`src/rtl/valve_seq_pkg.sv`:
```
// Shared encodings for the valve sequencer: opcodes, instruction field positions,
// delay units with their base-tick counts, FSM states and the delay counter payload.
package valve_seq_pkg;

  localparam int unsigned OP_MSB   = 15;
  localparam int unsigned OP_LSB   = 13;
  localparam int unsigned UNIT_MSB = 12;
  localparam int unsigned UNIT_LSB = 10;
  localparam int unsigned CNT_MSB  = 9;
  localparam int unsigned CNT_LSB  = 0;
  localparam int unsigned IDX_MSB  = 7;
  localparam int unsigned IDX_LSB  = 0;

  localparam int unsigned IDX_W  = 8;
  localparam int unsigned UNIT_W = 3;
  localparam int unsigned SUB_W  = 22;
  localparam int unsigned REM_W  = 10;

  typedef enum logic [2:0] {
    OP_NOP   = 3'b000,
    OP_SET   = 3'b001,
    OP_CLR   = 3'b010,
    OP_DELAY = 3'b011,
    OP_JUMP  = 3'b100,
    OP_ILL5  = 3'b101,
    OP_ILL6  = 3'b110,
    OP_HALT  = 3'b111
  } opcode_e;

  localparam logic [1:0] UNIT_MS  = 2'd0;
  localparam logic [1:0] UNIT_S   = 2'd1;
  localparam logic [1:0] UNIT_MIN = 2'd2;
  localparam logic [1:0] UNIT_H   = 2'd3;

  localparam logic [SUB_W-1:0] TICKS_MS  = 22'd1;
  localparam logic [SUB_W-1:0] TICKS_S   = 22'd1000;
  localparam logic [SUB_W-1:0] TICKS_MIN = 22'd60000;
  localparam logic [SUB_W-1:0] TICKS_H   = 22'd3600000;

  typedef enum logic [2:0] {
    ST_IDLE   = 3'd0,
    ST_FETCH  = 3'd1,
    ST_EXEC   = 3'd2,
    ST_DELAY  = 3'd3,
    ST_HALTED = 3'd4,
    ST_ERROR  = 3'd5
  } state_e;

  typedef struct packed {
    logic [REM_W-1:0] remaining;
    logic [SUB_W-1:0] sub;
    logic [1:0]       unit;
  } delay_cnt_t;

  function automatic logic [SUB_W-1:0] unit_ticks(input logic [1:0] unit);
    case (unit)
      UNIT_MS:  return TICKS_MS;
      UNIT_S:   return TICKS_S;
      UNIT_MIN: return TICKS_MIN;
      default:  return TICKS_H;
    endcase
  endfunction

endpackage

```
`src/rtl/seq_tick_gen.sv`:
```
// Base-tick prescaler: one-cycle tick every TICK_DIV enabled cycles; clear wins over enable.
module seq_tick_gen #(
  parameter int unsigned TICK_DIV = 4
) (
  input  logic clk,
  input  logic rst_n,
  input  logic clr,
  input  logic en,
  output logic tick_c
);

  localparam int unsigned CNT_W = $clog2(TICK_DIV);
  localparam logic [CNT_W-1:0] LAST = CNT_W'(TICK_DIV - 1);

  logic [CNT_W-1:0] cnt_q;

  assign tick_c = en && !clr && (cnt_q == LAST);

  always_ff @(posedge clk or negedge rst_n) begin
    if (!rst_n) begin
      cnt_q <= '0;
    end else if (clr) begin
      cnt_q <= '0;
    end else if (en) begin
      cnt_q <= (cnt_q == LAST) ? '0 : cnt_q + CNT_W'(1);
    end
  end

endmodule

```
`src/rtl/valve_sequencer.sv`:
```
// Program-driven valve sequencer: fetches 16-bit instructions from a synchronous
// memory, drives an N-valve open/closed vector and runs exact-length timed delays.
module valve_sequencer
  import valve_seq_pkg::*;
#(
  parameter int unsigned N_VALVES = 4,
  parameter int unsigned ADDR_W   = 8,
  parameter int unsigned INSTR_W  = 16,
  parameter int unsigned CLK_HZ   = 100000000,
  parameter int unsigned TICK_HZ  = 1000
) (
  input  logic                clk,
  input  logic                rst,
  input  logic                start,
  input  logic                abort,
  input  logic                pause,
  output logic [ADDR_W-1:0]   imem_addr,
  input  logic [INSTR_W-1:0]  imem_rdata,
  output logic [N_VALVES-1:0] valve_state,
  output logic                busy,
  output logic                done,
  output logic                err,
  output logic                delay_active,
  output logic [ADDR_W-1:0]   pc_out
);

  localparam int unsigned TICK_DIV = CLK_HZ / TICK_HZ;

  state_e                state_q, state_d;
  logic [ADDR_W-1:0]     pc_q, pc_d, pc_inc;
  logic [N_VALVES-1:0]   valve_d;
  delay_cnt_t            dly_q, dly_d;
  logic                  presc_clr_c, presc_en_c, tick_c;

  opcode_e               op;
  logic [UNIT_W-1:0]     unit_raw;
  logic [REM_W-1:0]      cnt;
  logic [IDX_W-1:0]      idx;
  logic                  idx_ok, unit_ok;

  assign op       = opcode_e'(imem_rdata[OP_MSB:OP_LSB]);
  assign unit_raw = imem_rdata[UNIT_MSB:UNIT_LSB];
  assign cnt      = imem_rdata[CNT_MSB:CNT_LSB];
  assign idx      = imem_rdata[IDX_MSB:IDX_LSB];
  assign idx_ok   = (32'(idx) < N_VALVES);
  assign unit_ok  = (unit_raw < UNIT_W'(4));
  assign pc_inc   = pc_q + ADDR_W'(1);

  // The memory address is the pc itself, so it holds whenever the pc holds.
  assign imem_addr = pc_q;
  assign pc_out    = pc_q;

  seq_tick_gen #(.TICK_DIV(TICK_DIV)) u_tick (
    .clk    (clk),
    .rst_n  (rst),
    .clr    (presc_clr_c),
    .en     (presc_en_c),
    .tick_c (tick_c)
  );

  always_comb begin
    state_d     = state_q;
    pc_d        = pc_q;
    valve_d     = valve_state;
    dly_d       = dly_q;
    presc_clr_c = 1'b0;
    presc_en_c  = 1'b0;

    if (abort) begin
      state_d     = ST_IDLE;
      pc_d        = '0;
      valve_d     = '0;
      dly_d       = '0;
      presc_clr_c = 1'b1;
    end else if (!pause) begin
      case (state_q)
        ST_IDLE, ST_HALTED, ST_ERROR: begin
          if (start) begin
            state_d = ST_FETCH;
            pc_d    = '0;
          end
        end

        ST_FETCH: state_d = ST_EXEC;

        ST_EXEC: begin
          state_d = ST_FETCH;
          pc_d    = pc_inc;
          case (op)
            OP_NOP: ;
            OP_SET, OP_CLR: begin
              if (idx_ok) begin
                for (int unsigned i = 0; i < N_VALVES; i++) begin
                  if (idx == IDX_W'(i)) valve_d[i] = (op == OP_SET);
                end
              end else begin
                state_d = ST_ERROR;
                pc_d    = pc_q;
              end
            end
            OP_DELAY: begin
              if (!unit_ok) begin
                state_d = ST_ERROR;
                pc_d    = pc_q;
              end else if (cnt != '0) begin
                state_d         = ST_DELAY;
                pc_d            = pc_q;
                presc_clr_c     = 1'b1;
                dly_d.remaining = cnt;
                dly_d.unit      = unit_raw[1:0];
                dly_d.sub       = unit_ticks(unit_raw[1:0]);
              end
            end
            OP_JUMP: pc_d = imem_rdata[ADDR_W-1:0];
            OP_HALT: begin
              state_d = ST_HALTED;
              pc_d    = pc_q;
            end
            default: begin
              state_d = ST_ERROR;
              pc_d    = pc_q;
            end
          endcase
        end

        // Sub-counter walks the unit's ticks; remaining counts whole units.
        ST_DELAY: begin
          presc_en_c = 1'b1;
          if (tick_c) begin
            if (dly_q.sub == SUB_W'(1)) begin
              if (dly_q.remaining == REM_W'(1)) begin
                state_d = ST_FETCH;
                pc_d    = pc_inc;
                dly_d   = '0;
              end else begin
                dly_d.remaining = dly_q.remaining - REM_W'(1);
                dly_d.sub       = unit_ticks(dly_q.unit);
              end
            end else begin
              dly_d.sub = dly_q.sub - SUB_W'(1);
            end
          end
        end

        default: state_d = ST_IDLE;
      endcase
    end
  end

  always_ff @(posedge clk or negedge rst) begin
    if (!rst) begin
      state_q      <= ST_IDLE;
      pc_q         <= '0;
      valve_state  <= '0;
      dly_q        <= '0;
      busy         <= 1'b0;
      done         <= 1'b0;
      err          <= 1'b0;
      delay_active <= 1'b0;
    end else begin
      state_q      <= state_d;
      pc_q         <= pc_d;
      valve_state  <= valve_d;
      dly_q        <= dly_d;
      busy         <= (state_d == ST_FETCH) || (state_d == ST_EXEC) || (state_d == ST_DELAY);
      done         <= (state_d == ST_HALTED);
      err          <= (state_d == ST_ERROR);
      delay_active <= (state_d == ST_DELAY);
    end
  end

endmodule

```
`config.mk`:
```
export PLATFORM = sky130hd
export DESIGN_NAME = valve_sequencer
export DESIGN_NICKNAME = d
export VERILOG_FILES = /design/src/rtl/valve_seq_pkg.sv /design/src/rtl/seq_tick_gen.sv /design/src/rtl/valve_sequencer.sv
export SDC_FILE = /design/constraint.sdc
export NUM_CORES = 1
export LEC_CHECK = 0
export CAP_MARGIN = 15
export CORE_ASPECT_RATIO = 1.25
export CORE_UTILIZATION = 35
export DETAILED_ROUTE_END_ITERATION = 8
export PLACE_DENSITY = 0.62
export SETUP_SLACK_MARGIN = 0.3
export SYNTH_ARGS = -nofsm -noshare
export SYNTH_HDL_FRONTEND = slang
export SYNTH_HIERARCHICAL = 1
export SYNTH_SLANG_ARGS = --single-unit
```
`constraint.sdc`:
```
create_clock -name clk -period 9.2 [get_ports clk]
set_input_delay 1.84 -clock clk [delete_from_list [all_inputs] [get_ports clk]]
set_output_delay 1.84 -clock clk [all_outputs]
set_load 0.005 [all_outputs]
```
==> results of run 1 <==
-- cell usage after synthesis (3+ instances only) --
master	instances
sky130_fd_sc_hd__o21ai_0	32
sky130_fd_sc_hd__nand2_1	43
sky130_fd_sc_hd__nand3_1	25
sky130_fd_sc_hd__a32o_1	8
sky130_fd_sc_hd__o211ai_1	9
sky130_fd_sc_hd__nor2_1	52
sky130_fd_sc_hd__nand3_2	3
sky130_fd_sc_hd__ha_1	16
sky130_fd_sc_hd__nand2b_1	9
sky130_fd_sc_hd__a211o_1	8
sky130_fd_sc_hd__nor3b_1	8
sky130_fd_sc_hd__o21a_1	4
sky130_fd_sc_hd__buf_2	5
sky130_fd_sc_hd__o41ai_1	4
sky130_fd_sc_hd__buf_4	10
sky130_fd_sc_hd__and3_1	10
sky130_fd_sc_hd__a22oi_1	3
sky130_fd_sc_hd__nand4_1	8
sky130_fd_sc_hd__or3_1	10
sky130_fd_sc_hd__xnor2_1	7
sky130_fd_sc_hd__xor2_1	3
sky130_fd_sc_hd__buf_6	3
sky130_fd_sc_hd__a32oi_1	6
sky130_fd_sc_hd__a22o_1	4
sky130_fd_sc_hd__dfrtp_1	70
sky130_fd_sc_hd__a21oi_1	24
sky130_fd_sc_hd__o41ai_2	3
sky130_fd_sc_hd__nand3b_1	3
sky130_fd_sc_hd__nor3_1	26
sky130_fd_sc_hd__mux2i_1	4
sky130_fd_sc_hd__clkbuf_1	13
sky130_fd_sc_hd__inv_1	18
sky130_fd_sc_hd__or4_1	4
sky130_fd_sc_hd__a31oi_1	15
sky130_fd_sc_hd__o31ai_1	8
sky130_fd_sc_hd__nor4_1	11
sky130_fd_sc_hd__and2_1	5
sky130_fd_sc_hd__o21ai_1	4
sky130_fd_sc_hd__and4_1	4
sky130_fd_sc_hd__a211oi_1	11
-- layout make-up --
class	count	area, um2	share of cell area
Multi-Input combinational cell	445	2968	0.5143
Clock buffer	13	260.3	0.04510
Inverter	19	71.32	0.01236
Clock inverter	3	42.54	0.007372
Timing Repair Buffer	47	457.9	0.07936
Sequential cell	70	1752	0.3036
Tap cell	175	219.0	0.03794
-- state kept, by name (all words and copies together), names as in the netlist --
name,cells
dly_q,34
u_tick/cnt_q,17
imem_addr,8
valve_state,4
state_q,3
busy,1
delay_active,1
done,1
err,1
-- how the worst max path moves through the flow --
stage | startpoint | end | slack [ns] | cells after the start
2_1_floorplan | imem_rdata[7] | imem_addr[4]$_DFFE_PN0P_ | 4.54 | 12
3_3_place_gp | imem_rdata[7] | imem_addr[2]$_DFFE_PN0P_ | 3.13 | 11
3_5_place_dp | imem_rdata[1] | imem_addr[2]$_DFFE_PN0P_ | 2.94 | 11
4_1_cts | imem_rdata[1] | imem_addr[2]$_DFFE_PN0P_ | 3.31 | 11
5_1_grt | imem_rdata[1] | imem_addr[2]$_DFFE_PN0P_ | 2.93 | 11
6_report | imem_rdata[1] | imem_addr[2]$_DFFE_PN0P_ | 3.29 | 11
-- power by group through the flow --
stage          Combinational (mW)  Clock, mW  Sequential (mW)
3_3_place_gp               0.0811          0            0.328
4_1_cts                    0.0822      0.362            0.323
6_report                   0.0825      0.356            0.323
5_1_grt                    0.0898      0.374            0.324
2_1_floorplan              0.0462          0            0.325
3_5_place_dp               0.0818          0            0.328
-- kinds of logic (layout without fill, tap and decap cells) --
family	Yosys count	after routing	share of synthesized area
and+or+nand+nor	246	246	0.2815
AOI/OAI and AO/OA	169	169	0.2489
DFF	70	70	0.3519
buffers and inverters	51	82	0.05178
adders and majority gates	16	16	0.04022
xor gates and xnor gates	10	10	0.01760
muxes	4	4	0.008045
-- placed cells by master, fill, tap and decap left out, drive strengths merged, types with 9 or more instances in the layout --
cell,instances
clkbuf,13
a21oi,25
nor3,29
a211oi,13
nand2b,9
o21ai,38
dfrtp,70
nor2,54
o31ai,9
clkdlybuf4s50,43
ha,16
nand3,29
inv,18
o211ai,10
nor4,12
and3,10
nand2,44
or3,11
a31oi,15
nand4,9
-- through the flow --
stage / instance area (um2) / power (mW) / hold slack (ns) / std cells / util
floorplan: 4977 / 0.3713 / 0.4808 / 566 / -
global placement: 5468 / 0.4086 / 0.4987 / 756 / 0.3941
detailed placement: 5468 / 0.4098 / 0.5045 / 756 / 0.3941
CTS: 5771 / 0.7670 / 0.5172 / 772 / 0.4159
global route: 5771 / 0.7872 / 0.5499 / 772 / 0.4159
finish: 5771 / 0.7611 / 0.5172 / 772 / 0.4159
-- worst max-delay path: cells and delay by family --
family | cells | cell delay, ns
simple gates | 6 | 2.15
compound gates | 4 | 1.61
buf+inv | 1 | 0.52
-- routing by layer --
metal	share of wire	track usage
met5	0	0
met2	0.52	0.3594
met3	0.049	0.03415
met1	0.41	0.2368
met4	0.027	0.1029
==> results.md, run 1 <==
| Item | This run |
|:---|:---|
| Period utilization | 0.6427 |
| Cell mode on critical path | sky130_fd_sc_hd__o21ai_0 |
| IR drop worst, VDD | 0.07648 mV |
| Placement row count | 48 |
| Startpoint class of the critical path | input port |
| Sequential element share of the synthesized area | 0.3519 |
| Total die area | 14700 um2 |
| Die Ht | 135.3 um |
| Post-route minimum period | 5.913 ns |
| Via/cell ratio | 6.144 |
| Part of the total power dissipated in combinational logic | 0.108 |
| Outcome | complete, no violations |
| Number of nets in the finished design | 629 |
| DRC violations left | 0 |
| Final weighted congestion in routability-driven placement | 0.9823 |
| # Post-CTS Setup Buffers | 0 |
| End point of the worst hold path | dly_q[23]$_DFFE_PN0P_ |
| Inserted Diodes | 0 |
| Max incr delay on CP | 0.67 ns |
| Number of nets with antenna violations after routing | 0 |
| Drt total wl | 14360 um |
| Number of CTS-inserted buffers | 9 |
| Worst slew slack as a fraction of its limit | 0.3392 |
| Number of instances in the synthesized netlist | 566 |
| Sinks on Clock Net | 70 |
| Setup clock skew after layout | 0.004091 ns |
| Syn Area/Cell | 8.794 um2 |
| Number of warnings reported in the yosys synthesis log | 6 |
| Share of total power in the clock network | 0.468 |
| Setup Slack @ Placement | 2.943 ns |
| Number of distinct standard cells referenced by the synthesized netlist | 82 |
| Static power due to leakage | 2.330 nW |
| Layout cells sized above 1 | 0.08543 |
| Setup Total Neg Slack | 0 ns |
| Total of max-cap violations | 0 |
| Critical register-to-register path startpoint | state_q[2]$_DFF_PN0_ |
| Post-synthesis async set-or-reset flop share | 1.000 |
| Post-DP HPWL | 10470 um |
| Slowest stage cell, crit path | sky130_fd_sc_hd__a211oi_2 |
| Initial antenna violation count | 0 |
| Switching portion of total power | 0.2486 |
| Top cell type's share of synthesized area | 0.3519 |
| Actual transition at the worst max-transition pin | 0.9892 ns |
| Die Width | 108.7 um |
| Number of detailed-route iterations in the first pass | 5 |
| CTS tree | done |
| Total power divided by cell area | 131.9 nW/um2 |
| Synth top area cells | sky130_fd_sc_hd__dfrtp_1, sky130_fd_sc_hd__ha_1, sky130_fd_sc_hd__nor2_1 |
| IO Count | 45 |
| Number of H-tree levels | 3 |
| Post-synthesis instance area | 4977 um2 |
| Category of the worst setup path capture point | register |
| Post-synth EDFFs | 0 |
| Aggregate global-route resource usage | 0.2046 |
| Required arrival time at the worst endpoint | 9.42 ns |
| Largest area contributor in the netlist | sky130_fd_sc_hd__dfrtp_1 |
| Flop2flop setup slack | 5.09 ns |
| Sequential fraction of design power | 0.424 |
| Setup repair after global routing missed its margin | no |
| DRT iter0 DRCs | 359 |
| RR Endpoint | imem_addr[2]$_DFFE_PN0P_ |
| Clock latency on the worst-skew pair | 0.34 ns |
| Detail-routed net length per standard cell | 18.60 um |
| Count of pins over their slew limit | 0 |
| Critical hold path startpoint | dly_q[23]$_DFFE_PN0P_ |
| Maximum number of pins on one net before global-route repair | 71 |
| Sw power | 189.2 uW |
| Count of filler cells inserted in the layout | 1351 |
| WS Path Type | in -> reg |
| Most used DFF post-synth | sky130_fd_sc_hd__dfrtp_1 |
| Clk Tree Root Cell | sky130_fd_sc_hd__clkbuf_16 |
| Net count after synthesis | 603 |
| Clock-pin transition on the worst setup and hold timing paths | 0.06 ns |
| Internal | 571.9 uW |
| Min-delay worst type | reg -> reg |
| Vias in the first global route | 4665 |
| Worst path cell trace | clkdlybuf4s50_1, or4_1, nor3_4, o21ai_0, nand2b_1, nor2_1, nand4_1, or3_1, a211oi_2, o21ai_0, a32o_1 |
| FF-to-FF path depth | 10 |
| Synth-to-layout area growth | 15.94% |
| Worst Hold Path Cells | 1 |
| Signal arrival time at the worst endpoint | 6.14 ns |
| CTS Buffer Depth | 2 |
| Starting Density | 0.3588 |
| Sum of overflow across all layers after global routing | 0 |
| Total via count after detailed routing | 4743 |
| Worst-path maximum fanout | 13 |
| Highest Clock Rate | 169.1 MHz |
| Number of buffer cells added on primary ports | 44 |
| Total of flip-flops plus latches after synthesis | 70 |
| Hold violation total from the final report | 0 |
| Core footprint | 13870 um2 |
| Number of failing setup endpoints in the final timing report | 0 |
| Setup ws final | 3.287 ns |
| Global-route wire length before repair | 23340 um |
| Quantity of hold-fixing buffers added after cts | 0 |
| # resized after CTS | 0 |
Power figures use the tool's default switching activity.
==> inputs of run 2 (changes only) <==
--- a/config.mk
+++ b/config.mk
@@ -9,7 +9,7 @@
 export CORE_ASPECT_RATIO = 1.25
 export CORE_UTILIZATION = 35
 export DETAILED_ROUTE_END_ITERATION = 8
-export PLACE_DENSITY = 0.62
+export PLACE_DENSITY = 0.64
 export SETUP_SLACK_MARGIN = 0.3
 export SYNTH_ARGS = -nofsm -noshare
 export SYNTH_HDL_FRONTEND = slang
==> constraint.sdc (replaced) <==
create_clock -name clk -period 5.4 [get_ports clk]
set_input_delay 1.08 -clock clk [delete_from_list [all_inputs] [get_ports clk]]
set_output_delay 1.08 -clock clk [all_outputs]
set_load 0.005 [all_outputs]
==> run 2 against run 1 <==
Net effect: sequential share of layout area decreased by 0.25 points; clock skew increased by 0.0026 ns; cell area increased by 0.85%; sequential power increased by 70%; via count increased by 1.5%; non-clock buffer count increased by 7; register-to-register slack got worse by 3.2 ns; worst setup slack got worse by 2.4 ns; flip-flop and latch count unchanged; global-route usage increased by 0.65 points; critical endpoint is now imem_addr[3]$_DFFE_PN0P_; largest cell class unchanged.
==> results.md, run 2 (synthesized netlist as in run 1, its figures left out) <==
| Item | This run | Change |
|:---|:---|:---|
| Outcome | complete, no violations | unchanged |
| Required arrival time at the worst endpoint | 5.65 ns | was 9.42 ns |
| Total of max-cap violations | 0 | unchanged |
| Number of buffer and inverter stages on the critical path | 3 | was 1 |
| Maximum number of pins on one net before global-route repair | 71 | unchanged |
| Period utilization | 0.8446 |  |
| Number of buffer cells added on primary ports | 44 | unchanged |
| Category of the worst setup path capture point | register | unchanged |
| DRT iter0 DRCs | 278 | was 359 |
| Most common library cell in the layout ignoring fill and taps | sky130_fd_sc_hd__dfrtp_1 | unchanged |
| CTS Buffer Depth | 2 | unchanged |
| Setup repair after global routing missed its margin | no | unchanged |
| Worst path cell trace | clkdlybuf4s50_1, or4_1, nor3_4, o21ai_0, buf_4, nand2b_1, nor2_1, nand4_1, or3_1, a211oi_2, buf_4, nor2_1, a211oi_1 | was clkdlybuf4s50_1, or4_1, nor3_4, o21ai_0, nand2b_1, nor2_1, nand4_1, or3_1, a211oi_2, o21ai_0, a32o_1 |
| Crit path depth | 13 | was 11 |
| Number of H-tree levels | 3 | unchanged |
| Total chip power | 1.296 mW | was 761.1 uW |
| Actual transition at the worst max-transition pin | 0.9086 ns | was 0.9892 ns |
| Post-route cell area | 5819 um2 | was 5771 um2 |
| Hold violation total from the final report | 0 | unchanged |
| Number of nets with antenna violations after routing | 0 | unchanged |
| IR drop worst, VDD | 0.1530 mV | was 0.07648 mV |
| Clock-pin transition on the worst setup and hold timing paths | 0.06 ns | about the same |
| Static power due to leakage | 2.365 nW | was 2.330 nW |
| CTS tree | done | unchanged |
| Share of total power in the clock network | 0.465 | was 0.468 |
| Flop2flop setup slack | 1.91 ns | was 5.09 ns |
| Initial antenna violation count | 0 | unchanged |
| Final std cells w/o fill | 779 | was 772 |
| Placed Cells incl. Taps | 763 | was 756 |
| Number of CTS-inserted buffers | 9 | unchanged |
| Part of the total power dissipated in combinational logic | 0.111 | was 0.108 |
| Vias in the first global route | 4741 | was 4665 |
| Launch point of the worst path | imem_rdata[1] | unchanged |
| Tightest hold margin | 0.5269 ns | was 0.5172 ns |
| DRC violations left | 0 | unchanged |
| Sw power | 342.4 uW | was 189.2 uW |
| Total via count after detailed routing | 4815 | was 4743 |
| Signal arrival time at the worst endpoint | 4.81 ns | was 6.14 ns |
| Global-route wire length before repair | 24110 um | was 23340 um |
| Total power divided by cell area | 222.6 nW/um2 | was 131.9 nW/um2 |
| Switching portion of total power | 0.2643 | was 0.2486 |
| Clk Tree Root Cell | sky130_fd_sc_hd__clkbuf_16 | unchanged |
| Worst Hold Path Cells | 2 | was 1 |
| Startpoint class of the critical path | input port | unchanged |
| Sum of overflow across all layers after global routing | 0 | unchanged |
| Number of failing setup endpoints in the final timing report | 0 | unchanged |
| Die Width | 108.7 um | unchanged |
| Post-DP HPWL | 10600 um | was 10470 um |
| Placement row count | 48 | unchanged |
| Count of pins over their slew limit | 0 | unchanged |
| Worst-path maximum fanout | 9 | was 13 |
| WS Path Type | in -> reg | unchanged |
| Endpoint of the worst setup timing path | imem_addr[3]$_DFFE_PN0P_ | was imem_addr[2]$_DFFE_PN0P_ |
| Max incr delay on CP | 0.59 ns | was 0.67 ns |
| Setup Total Neg Slack | 0 ns | unchanged |
| # Post-CTS Setup Buffers | 0 | unchanged |
| FF-to-FF path depth | 11 | was 10 |
| RR Endpoint | dly_q[14]$_DFFE_PN0P_ | was imem_addr[2]$_DFFE_PN0P_ |
| Detail-routed net length per standard cell | 18.92 um | was 18.60 um |
| Quantity of hold-fixing buffers added after cts | 0 | unchanged |
| Min-delay worst type | reg -> reg | unchanged |
| Number of detailed-route iterations in the first pass | 5 | unchanged |
| Core footprint | 13870 um2 | unchanged |
| Clock latency on the worst-skew pair | 0.34 ns | about the same |
| Internal | 953.2 uW | was 571.9 uW |
| Setup clock skew after layout | 0.006691 ns | was 0.004091 ns |
| Starting Density | 0.3588 | unchanged |
| Critical hold path startpoint | valve_state[3]$_DFFE_PN0P_ | was dly_q[23]$_DFFE_PN0P_ |
| Layout cells sized above 1 | 0.09934 | was 0.08543 |
| Aggregate global-route resource usage | 0.2111 | was 0.2046 |
| Most flop-heavy register | dly_q | unchanged |
| Worst slew slack as a fraction of its limit | 0.3943 | was 0.3392 |
| Drt total wl | 14740 um | was 14360 um |
| Post-route minimum period | 4.561 ns |  |
| Commonest non-fill, non-tap cells in the layout | sky130_fd_sc_hd__dfrtp_1, sky130_fd_sc_hd__nor2_1, sky130_fd_sc_hd__nand2_1, sky130_fd_sc_hd__clkdlybuf4s50_1, sky130_fd_sc_hd__o21ai_0 | unchanged |
| Slowest stage cell, crit path | sky130_fd_sc_hd__or4_1 | was sky130_fd_sc_hd__a211oi_2 |
| Synth-to-layout area growth | 16.92% | was 15.94% |
| Number of nets in the finished design | 636 | was 629 |
| Total placed instance area | 5520 um2 | was 5468 um2 |
| Flip-flop count of the largest register after layout | 34 | unchanged |
| IO Count | 45 | unchanged |
| Inserted Diodes | 0 | unchanged |
| Via/cell ratio | 6.181 | was 6.144 |
| Sequential fraction of design power | 0.424 | about the same |
| Highest Clock Rate | 219.3 MHz |  |
| Final weighted congestion in routability-driven placement | 0.8969 | was 0.9823 |
| Die Ht | 135.3 um | unchanged |
| Cell type group with the largest total delay on the critical path | simple AND/OR/NAND/NOR gates | unchanged |
| # resized after CTS | 0 | unchanged |
| Critical register-to-register path startpoint | state_q[1]$_DFF_PN0_ | was state_q[2]$_DFF_PN0_ |
| Sinks on Clock Net | 70 | unchanged |
| Total die area | 14700 um2 | unchanged |
## run 2: layout make-up
| cell class | count | area, um2 |
|---|---|---|
| Clock buffer | 9 | 225.2 |
| Tap cell | 175 | 219.0 |
| Inverter | 19 | 71.32 |
| Multi-Input combinational cell | 445 | 2968 |
| Timing Repair Buffer | 54 | 510.5 |
| Clock inverter | 7 | 73.82 |
| Sequential cell | 70 | 1752 |
| Fill cell | 1361 | 8054 |
## run 2: how the worst min path moves through the flow
stage                                             to  slack (ns)
after floorplan                dly_q[23]$_DFFE_PN0P_        0.48
after global routing           dly_q[23]$_DFFE_PN0P_        0.56
after global placement         dly_q[23]$_DFFE_PN0P_        0.50
after CTS                      dly_q[23]$_DFFE_PN0P_        0.53
final                     valve_state[3]$_DFFE_PN0P_        0.53
after detailed placement       dly_q[23]$_DFFE_PN0P_        0.52
## run 2: per-layer routing
| layer | global-route usage | share of wire | wire (um) | up-vias |
|---|---|---|---|---|
| met3 | 0.03944 | 0.044 | 647 | 43 |
| li1 | - | - | - | 2221 |
| met2 | 0.3653 | 0.51 | 7539 | 173 |
| met1 | 0.2484 | 0.41 | 6051 | 2378 |
| met4 | 0.1014 | 0.034 | 500 | 0 |
| met5 | 0 | 0 | 0 | - |
## run 2: power groups by stage
stage / combinational, mW / sequential (mW) / clock [mW]
global placement: 0.142 / 0.558 / 0
global route: 0.156 / 0.551 / 0.638
CTS: 0.144 / 0.549 / 0.614
floorplan: 0.0788 / 0.554 / 0
finish: 0.144 / 0.549 / 0.602
detailed placement: 0.143 / 0.558 / 0
## run 2: worst reg2reg max path, cell delays in order, from the launching register on
cell	delay [ns]
sky130_fd_sc_hd__dfrtp_1	0.53
sky130_fd_sc_hd__or3b_4	0.47
sky130_fd_sc_hd__or4b_4	0.54
sky130_fd_sc_hd__o21ai_0	0.16
sky130_fd_sc_hd__buf_4	0.18
sky130_fd_sc_hd__nand2b_1	0.27
sky130_fd_sc_hd__nor2_1	0.13
sky130_fd_sc_hd__nand3b_1	0.14
sky130_fd_sc_hd__o21ai_2	0.26
sky130_fd_sc_hd__nor2_2	0.43
sky130_fd_sc_hd__o21ai_0	0.21
sky130_fd_sc_hd__o41ai_2	0.08
## run 2: metrics by stage
step	setup WS (ns)	util
finish	0.8394	0.4195
global route	0.5414	0.4195
CTS	0.8360	0.4195
detailed placement	0.4804	0.3979
global placement	0.6177	0.3979
floorplan	1.504	-
==> inputs of run 3 (changes only) <==
==> constraint.sdc (replaced) <==
create_clock -name clk -period 3.75 [get_ports clk]
set_input_delay 0.75 -clock clk [delete_from_list [all_inputs] [get_ports clk]]
set_output_delay 0.75 -clock clk [all_outputs]
set_load 0.005 [all_outputs]
==> run 3 against run 2 <==
Net effect: core utilization up 1.9 points; critical path depth down 1; clock skew down 0.00080 ns; non-clock buffer count up 23; worst setup slack worse by 0.48 ns; cell area up 4.5%.
==> results.md, run 3 (synthesized netlist as in run 1, its figures left out) <==
| Item | This run | Change |
|:---|:---|:---|
| Total die area | 14700 um2 | unchanged |
| Commonest non-fill, non-tap cells in the layout | sky130_fd_sc_hd__dfrtp_1, sky130_fd_sc_hd__nor2_1, sky130_fd_sc_hd__nand2_1 | was sky130_fd_sc_hd__dfrtp_1, sky130_fd_sc_hd__nor2_1, sky130_fd_sc_hd__nand2_1, sky130_fd_sc_hd__clkdlybuf4s50_1, sky130_fd_sc_hd__o21ai_0 |
| WS Path Type | in -> reg | unchanged |
| Required arrival time at the worst endpoint | 4.00 ns | was 5.65 ns |
| DRT iter0 DRCs | 306 | was 278 |
| Most common library cell in the layout ignoring fill and taps | sky130_fd_sc_hd__dfrtp_1 | unchanged |
| Post-route cell area | 6080 um2 | was 5819 um2 |
| Total of max-cap violations | 0 | unchanged |
| Starting Density | 0.3588 | unchanged |
| DRC violations left | 0 | unchanged |
| Category of the worst setup path capture point | register | unchanged |
| Launch point of the worst path | imem_rdata[5] | was imem_rdata[1] |
| CTS Buffer Depth | 2 | unchanged |
| Aggregate global-route resource usage | 0.2084 | was 0.2111 |
| Inserted Diodes | 0 | unchanged |
| Number of failing setup endpoints in the final timing report | 0 | unchanged |
| Setup repair after global routing missed its margin | no | unchanged |
| Core footprint | 13870 um2 | unchanged |
| Die Ht | 135.3 um | unchanged |
| Final weighted congestion in routability-driven placement | 0.9053 | was 0.8969 |
| Number of H-tree levels | 3 | unchanged |
| Endpoint of the worst setup timing path | imem_addr[4]$_DFFE_PN0P_ | was imem_addr[3]$_DFFE_PN0P_ |
| Placed Cells incl. Taps | 783 | was 763 |
| Layout cells sized above 1 | 0.1451 | was 0.09934 |
| Global-route wire length before repair | 23900 um | was 24110 um |
| IR drop worst, VDD | 0.2335 mV | was 0.1530 mV |
| Post-route minimum period | 3.391 ns |  |
| Worst-path maximum fanout | 4 | was 9 |
| Maximum number of pins on one net before global-route repair | 41 | was 71 |
| Setup Total Neg Slack | 0 ns | unchanged |
| Clk Tree Root Cell | sky130_fd_sc_hd__clkbuf_16 | unchanged |
| Total power divided by cell area | 321.7 nW/um2 | was 222.6 nW/um2 |
| Count of pins over their slew limit | 0 | unchanged |
| Number of nets with antenna violations after routing | 0 | unchanged |
| FF-to-FF path depth | 11 | unchanged |
| Period utilization | 0.9043 |  |
| Synth-to-layout area growth | 22.15% | was 16.92% |
| Post-DP HPWL | 10700 um | was 10600 um |
| Startpoint class of the critical path | input port | unchanged |
| Flip-flop count of the largest register after layout | 34 | unchanged |
| Static power due to leakage | 2.519 nW | was 2.365 nW |
| Via/cell ratio | 5.961 | was 6.181 |
| CTS tree | done | unchanged |
| Final std cells w/o fill | 802 | was 779 |
| Sinks on Clock Net | 70 | unchanged |
| Number of nets in the finished design | 659 | was 636 |
| Initial antenna violation count | 0 | unchanged |
| Quantity of hold-fixing buffers added after cts | 0 | unchanged |
| Setup clock skew after layout | 0.005896 ns | was 0.006691 ns |
| Vias in the first global route | 4811 | was 4741 |
| RR Endpoint | dly_q[21]$_DFFE_PN0P_ | was dly_q[14]$_DFFE_PN0P_ |
| Placement row count | 48 | unchanged |
| Hold violation total from the final report | 0 | unchanged |
| Detail-routed net length per standard cell | 18.10 um | was 18.92 um |
| Clock-pin transition on the worst setup and hold timing paths | 0.06 ns | about the same |
| Worst slew slack as a fraction of its limit | 0.3334 | was 0.3943 |
| Min-delay worst type | reg -> reg | unchanged |
| Number of detailed-route iterations in the first pass | 5 | unchanged |
| IO Count | 45 | unchanged |
| Number of CTS-inserted buffers | 9 | unchanged |
| Clock latency on the worst-skew pair | 0.34 ns | about the same |
| Count of filler cells inserted in the layout | 1316 | was 1361 |
| Actual transition at the worst max-transition pin | 0.9999 ns | was 0.9086 ns |
| Number of buffer cells added on primary ports | 44 | unchanged |
| Flop2flop setup slack | 0.67 ns | was 1.91 ns |
| Highest Clock Rate | 294.9 MHz |  |
| Signal arrival time at the worst endpoint | 3.65 ns | was 4.81 ns |
| Die Width | 108.7 um | unchanged |
| Critical register-to-register path startpoint | state_q[1]$_DFF_PN0_ | unchanged |
| Sum of overflow across all layers after global routing | 0 | unchanged |
| Total placed instance area | 5679 um2 | was 5520 um2 |
| Outcome | complete, no violations | unchanged |
| Total via count after detailed routing | 4781 | was 4815 |
| Most flop-heavy register | dly_q | unchanged |
| Drt total wl | 14520 um | was 14740 um |
==> run 3: worst max-delay path, stage by stage <==
cell and delay [ns]:
sky130_fd_sc_hd__clkdlybuf4s50_1 0.42, sky130_fd_sc_hd__or4_4 0.52, sky130_fd_sc_hd__nor3_4 0.24, sky130_fd_sc_hd__o21ai_2 0.08, sky130_fd_sc_hd__nand2b_4 0.15, sky130_fd_sc_hd__nor2_4 0.12, sky130_fd_sc_hd__nand4_1 0.13, sky130_fd_sc_hd__or3_4 0.44
sky130_fd_sc_hd__a211oi_4 0.36, sky130_fd_sc_hd__buf_6 0.16, sky130_fd_sc_hd__nor2_1 0.04, sky130_fd_sc_hd__a211oi_2 0.21
==> run 3: area by class of cell <==
cell class              count  area (um2)  share of cell area
inverters                  19       71.32             0.01173
clock buffers               9       225.2             0.03704
repair buffers             77       695.7              0.1144
clock inverters             7       98.84             0.01626
flip-flops and latches     70        1752              0.2881
well taps                 175       219.0             0.03602
multi-input cells         445        3018              0.4964
==> run 3: worst min path at each step <==
stage                                from                         end  slack, ns  cells after the start
2_1_floorplan                         rst              busy$_DFF_PN0_       0.45                      0
3_3_place_gp        dly_q[23]$_DFFE_PN0P_       dly_q[23]$_DFFE_PN0P_       0.49                      1
3_5_place_dp        dly_q[23]$_DFFE_PN0P_       dly_q[23]$_DFFE_PN0P_       0.50                      1
4_1_cts             dly_q[23]$_DFFE_PN0P_       dly_q[23]$_DFFE_PN0P_       0.51                      1
5_1_grt        valve_state[3]$_DFFE_PN0P_  valve_state[3]$_DFFE_PN0P_       0.54                      2
6_report            dly_q[23]$_DFFE_PN0P_       dly_q[23]$_DFFE_PN0P_       0.51                      1
==> run 3: report_power, final <==
group	switching [mW]	internal [mW]
logic	0.125	0.0989
registers	0.0215	0.770
clock network	0.356	0.585
total	0.503	1.45
==> run 3: per-stage QoR <==
| step | util | total power [mW] | worst slack, ns | hold slack, ns |
|---|---|---|---|---|
| after global placement | 0.4094 | 1.018 | 0.04111 | 0.4943 |
| final | 0.4382 | 1.956 | 0.3588 | 0.5122 |
| after CTS | 0.4333 | 1.967 | 0.3127 | 0.5124 |
| after global routing | 0.4382 | 2.028 | 0.2528 | 0.5424 |
| after floorplan | - | 0.9113 | 0.3065 | 0.4544 |
| after detailed placement | 0.4094 | 1.022 | -0.1179 | 0.4994 |
==> run 3: metal layers <==
layer	track usage	up-vias	wire [um]
met2	0.3601	171	7442
met4	0.1014	0	388
met1	0.2445	2310	5974
met5	0	-	0
li1	-	2267	-
met3	0.04040	33	709
==> run 3: repair_timing <==
action	CTS	global route
gates resized for setup	1	13
hold endpoints to repair	0	0
pin swaps	1	9
buffers inserted	0	3
endpoints found under the setup margin	4	9
==> RTL change 1 (flow settings as in run 2) <==
The parameter `ADDR_W` goes from 8 to 7.
--- a/src/rtl/valve_sequencer.sv
+++ b/src/rtl/valve_sequencer.sv
@@ -4,7 +4,7 @@
   import valve_seq_pkg::*;
 #(
   parameter int unsigned N_VALVES = 4,
-  parameter int unsigned ADDR_W   = 8,
+  parameter int unsigned ADDR_W   = 7,
   parameter int unsigned INSTR_W  = 16,
   parameter int unsigned CLK_HZ   = 100000000,
   parameter int unsigned TICK_HZ  = 1000
Ports: changed (resized imem_addr and pc_out); port bits go from 45 to 43. The function was not compared with the original's and may differ.
==> RTL change 1 against run 2 <==
Count of clock-buffer cells in the layout is 1 higher; area after synthesis is 4.4% lower; worst setup slack worse by 0.048 ns; power is 4.4% higher; clock power is 0.7% higher; via count is 7.2% lower; non-clock buffer count is 1 lower; critical path depth is 2 higher; global-route usage is 2.3 points lower; cell area is 4.0% lower; wire length is 14% lower; sequential share of layout area is 0.81 points higher; sequential cell count is 1 lower; largest cell class unchanged.
==> RTL change 1: results (changes against run 2) <==
[setup_path]
path_max_fanout = 14  ; was 9
reg2reg_depth = 14  ; was 11
cpMaxStageDelayCell = a2111oi_1  ; was or4_1
critPathArrivalTime_ns = 4.83  ; was 4.81 ns
max_stage_delay_ns = 0.53  ; was 0.59 ns

[global_routing]
antenna_found_initial = 0  ; unchanged
grt_use_met2_pct = 32.00  ; was 36.53%
grt_max_degree = 42  ; was 71
grt_pass1_wl_um = 21090  ; was 24110 µm
grt_pass1_vias = 4302  ; was 4741
grtUsageMet1_pct = 23.25  ; was 24.84%
grt_use_total_pct = 18.76  ; was 21.11%
use_met3_pct = 2.719  ; was 3.944%

[flow_run]
drv_cap = 0  ; unchanged

[cts]
htree_levels = 3  ; unchanged
post_cts_buffers = 0  ; unchanged
cts_buffer_depth = 2  ; unchanged
path_clk_slew_ns = 0.06  ; about the same
worstSkewPairLatency_ns = 0.34  ; about the same

[yosys]
ys_seq_area_share_pct = 36.30  ; was 35.19%
synth_compound_area_share_pct = 21.49  ; was 24.89%
synth-main-ff-cell = dfrtp_1  ; unchanged
synth_area_leaders = dfrtp_1, ha_1, nor2_1  ; unchanged
ys_warn_count = 6  ; unchanged
synth_nets = 592  ; was 603
synth_fa_ha_area_share_pct = 4.419  ; was 4.022%
synthArstFlopShare_pct = 100.0  ; unchanged
synth_commonest_cells = dfrtp_1, nor2_1, nand2_1, a21oi_1, o21ai_0  ; was dfrtp_1, nor2_1, nand2_1, o21ai_0, nor3_1
synth_cell_type_count = 69  ; was 82
synthXorXnorAreaFrac_pct = 3.314  ; was 1.760%
synth.mux.area_fraction_pct = 1.815  ; was 0.8044%

[final_layout]
final_nets = 618  ; was 636
largest-register = dly_q  ; unchanged
fill_cells = 1309  ; was 1361
diodes = 0  ; unchanged
largest_reg_flops = 34  ; unchanged
drive_gt1_share_pct = 7.850  ; was 9.934%

[placement]
io_buffer_count = 42  ; was 44
place_hpwl_um = 9034  ; was 10600 µm
gp_congestion = 0.8707  ; was 0.8969

[drt]
drc = 0  ; unchanged
drt_wl_total_um = 12670  ; was 14740 µm
drt_first_iter_violations = 343  ; was 278
firstDrtPassIters = 5  ; unchanged
dr_total_vias = 4468  ; was 4815

[power_and_ir_drop]
ir_drop_mv = 0.1077  ; was 0.1530 mV
internal-power_uw = 978.7  ; was 953.2 µW
leakagePower_uw = 0.002343  ; was 0.002365 µW

[outcome]
status = completed  ; unchanged

[min_path]
min-delay-path-class = reg -> reg  ; unchanged
min_path_cells = 2  ; unchanged

[sta]
finClkSkew_ns = 0.01078  ; was 0.006691 ns
relSlewSlack_pct = 36.49  ; was 39.43%

[RTL change 1: cell types whose count changed in the layout (fill, tap and decap cells not counted), sizes merged, moves of 5 or more]
cell,run 2,this run
or4,5,10
a21oi,25,34
nor3,29,18
a31oi,15,9
nand3,29,24
o21ai,38,33
a32oi,6,1
a211oi,13,4
nor2,54,47
[RTL change 1: logic make-up (layout without fill, tap and decap cells)]
kind of cell / after synthesis / count (layout)
mux: 7 / 7
simple gates: 234 / 234
buf+inv: 60 / 91
flops: 69 / 69
compound gates: 150 / 150
xor+xnor: 18 / 18
fa+ha+maj: 17 / 17
[RTL change 1: final cells by class]
class,count,area share (%)
multi-input combinational,426,49.46
sequential,69,30.91
timing repair buffer,53,8.916
clock buffer,10,4.279
tap,171,3.831
inverter,22,1.478
clock inverter,6,1.120
[RTL change 1: critical path, delay by kind of cell]
kind,cells,cell delay [ns]
AO/OA/AOI/OAI,5,1.28
multiplexers,1,0.37
buffers and inverters,2,0.68
AND/OR/NAND/NOR,7,1.43
[RTL change 1: layer usage]
layer  wire [µm]  vias up
met5           0        -
met4         221        0
met3         613       14
met2        6425      141
met1        5409     2203
li1            -     2110
[RTL change 1: through the flow]
stage	total power (µW)	utilization, %	instance area (µm²)	std cells	setup slack (ns)
final	1353	42.21	5585	757	0.7910
after detailed placement	753.7	39.92	5283	741	0.3568
after global routing	1408	42.21	5585	757	0.4082
after CTS	1362	42.20	5584	757	0.7049
after global placement	751.9	39.92	5283	741	0.4917
after floorplan	688.6	-	4757	555	1.263
[RTL change 1: final timing paths]
| kind | end | slack, ns | start |
|---|---|---|---|
| worst min-delay path | valve_state[3]$_DFFE_PN0P_ | 0.51 | valve_state[3]$_DFFE_PN0P_ |
| worst max-delay path | dly_q[25]$_DFFE_PN0P_ | 0.79 | imem_rdata[15] |
| worst min register to register | valve_state[3]$_DFFE_PN0P_ | 0.51 | valve_state[3]$_DFFE_PN0P_ |
| min in group asynchronous | u_tick/cnt_q[0]$_DFFE_PN0P_ | 0.83 | rst |
| worst max register to register | dly_q[25]$_DFFE_PN0P_ | 1.47 | state_q[2]$_DFF_PN0_ |
| max in group asynchronous | dly_q[7]$_DFFE_PN0P_ | 3.59 | rst |
[RTL change 1: repair_timing]
item,in CTS,in global routing
setup endpoints to repair,0,13
hold endpoints to repair,0,0
resized for setup,0,1
[RTL change 1: power by group through the flow]
stage / clock [µW] / combinational [µW] / sequential [µW]
floorplan: 0 / 143 / 546
global placement: 0 / 203 / 549
detailed placement: 0 / 204 / 550
CTS: 616 / 205 / 541
global route: 636 / 229 / 543
finish: 606 / 206 / 541
==> RTL change 2 (config.mk and constraints of run 2) <==
Without the edit above. The 6 states of `state_e` get a Gray code encoding in 3 bits.
--- a/src/rtl/valve_seq_pkg.sv
+++ b/src/rtl/valve_seq_pkg.sv
@@ -38,12 +38,12 @@
   localparam logic [SUB_W-1:0] TICKS_H   = 22'd3600000;
 
   typedef enum logic [2:0] {
-    ST_IDLE   = 3'd0,
-    ST_FETCH  = 3'd1,
-    ST_EXEC   = 3'd2,
-    ST_DELAY  = 3'd3,
-    ST_HALTED = 3'd4,
-    ST_ERROR  = 3'd5
+    ST_IDLE   = 3'b000,
+    ST_FETCH  = 3'b001,
+    ST_EXEC   = 3'b011,
+    ST_DELAY  = 3'b010,
+    ST_HALTED = 3'b110,
+    ST_ERROR  = 3'b111
   } state_e;
 
   typedef struct packed {
Behaviour: same outputs for any inputs over 4 cycles, from zero or initial values and one cycle with rst low; so few cycles prove little.
==> RTL change 2 against run 2 <==
Critical path depth stayed put; cell count is 1.2% lower; area after synthesis is 3.1% lower; core utilization is 0.84 points higher; non-clock buffer count is 1 lower; via count is 6.8% lower; clock power is 15% higher; power is 15% higher; sequential cell count stayed put; worst setup slack better by 0.19 ns; cell area is 1.8% lower; register-to-register slack better by 0.03 ns; wire length is 11% lower; worst hold slack better by 0.0082 ns; largest cell class unchanged.
==> RTL change 2: results (changes against run 2) <==
[outcome]
status = completed  ; unchanged

[cts]
path_clk_slew_ns = 0.06  ; about the same
htree_levels = 3  ; unchanged

[yosys]
synth.mux.area_fraction_pct = 0.6227  ; was 0.8044%
synth_area_leaders = dfrtp_1, nor2_1, ha_1  ; was dfrtp_1, ha_1, nor2_1
synth_compound_area_share_pct = 22.91  ; was 24.89%
synth_commonest_cells = dfrtp_1, nor2_1, nand2_1, a21oi_1, o21ai_0  ; was dfrtp_1, nor2_1, nand2_1, o21ai_0, nor3_1
synth_fa_ha_area_share_pct = 4.152  ; was 4.022%
synthXorXnorAreaFrac_pct = 3.451  ; was 1.760%
synth_nets = 601  ; was 603
synth_cell_type_count = 76  ; was 82
ys_seq_area_share_pct = 36.33  ; was 35.19%

[placement]
place_hpwl_um = 9411  ; was 10600 µm
gp_congestion = 0.8203  ; was 0.8969

[final_layout]
final_nets = 631  ; was 636
drive_gt1_share_pct = 8.180  ; was 9.934%
fill_cells = 1289  ; was 1361

[power_and_ir_drop]
power_uw = 1485  ; was 1296 µW
leakagePower_uw = 0.002290  ; was 0.002365 µW
ir_drop_mv = 0.1740  ; was 0.1530 mV

[sta]
worst_slew_pin_slew_ns = 0.9593  ; was 0.9086 ns
finClkSkew_ns = 0.006685  ; was 0.006691 ns

[global_routing]
grt_pass1_vias = 4380  ; was 4741
grt_max_degree = 44  ; was 71
grt_use_total_pct = 19.28  ; was 21.11%

[drt]
drt_wl_total_um = 13070  ; was 14740 µm
vias_per_cell = 5.826  ; was 6.181
drt_first_iter_violations = 501  ; was 278

[setup_path]
critPathArrivalTime_ns = 4.57  ; was 4.81 ns
path_max_fanout = 9  ; unchanged
rrSetupSlack_ns = 1.94  ; was 1.91 ns
cpMaxStageDelayCell = clkdlybuf4s50_1  ; was or4_1
max_stage_delay_ns = 0.57  ; was 0.59 ns

[RTL change 2: where the power goes]
part | internal (µW) | leakage, µW | switching, µW
Sequential | 542 | 0.000960 | 21.3
Combinational | 84.9 | 0.00116 | 143
Clock | 463 | 0.000172 | 232
[RTL change 2: worst reg2reg max path, cell delays in order (launching register included)]
cell	delay [ns]
dfrtp_1	0.59
or3b_2	0.67
nor3_1	0.26
nand2b_1	0.21
nor2_1	0.22
inv_1	0.07
or4_4	0.54
nor3_4	0.22
o2111ai_4	0.21
nand2_1	0.18
o221ai_1	0.14
[RTL change 2: worst paths after layout]
check,start,endpoint,depth (start not counted)
max,imem_rdata[1],imem_addr[2]$_DFFE_PN0P_,13
min,u_tick/cnt_q[11]$_DFFE_PN0P_,u_tick/cnt_q[11]$_DFFE_PN0P_,1
max reg2reg,state_q[1]$_DFF_PN0_,imem_addr[2]$_DFFE_PN0P_,10
min reg2reg,u_tick/cnt_q[11]$_DFFE_PN0P_,u_tick/cnt_q[11]$_DFFE_PN0P_,1
max in group asynchronous,rst,dly_q[33]$_DFFE_PN0P_,2
min in group asynchronous,rst,u_tick/cnt_q[5]$_DFFE_PN0P_,1
[RTL change 2: layer usage]
layer	global-route usage [%]	part of all wire [%]
met1	23.61	44
met2	32.83	51
met3	3.620	3.3
met4	8.219	2.1
met5	0	0
[RTL change 2: final cells by class]
type	instances	area share, %
multi-input combinational	436	49.11
timing repair buffer	53	8.806
clock inverter	6	1.906
clock buffer	10	4.184
sequential	70	30.67
tap	171	3.746
inverter	24	1.577
[RTL change 2: stage by stage]
step / cell area, µm² / setup slack [ns] / std cells / hold WS (ns) / utilization (%)
floorplan: 4822 / 1.592 / 564 / 0.4846 / -
global placement: 5356 / 0.8196 / 753 / 0.5017 / 40.13
detailed placement: 5356 / 0.6222 / 753 / 0.5274 / 40.13
CTS: 5704 / 0.9846 / 769 / 0.5400 / 42.73
global route: 5712 / 0.6383 / 770 / 0.5631 / 42.79
finish: 5712 / 1.030 / 770 / 0.5350 / 42.79
[RTL change 2: cell families (layout without fill, tap and decap cells)]
logic type | Yosys count | after routing
and+or+nand+nor | 238 | 238
AOI/OAI and AO/OA | 160 | 160
DFF | 70 | 70
buffers and inverters | 58 | 93
xor gates and xnor gates | 19 | 19
adders and majority gates | 16 | 16
muxes | 3 | 3
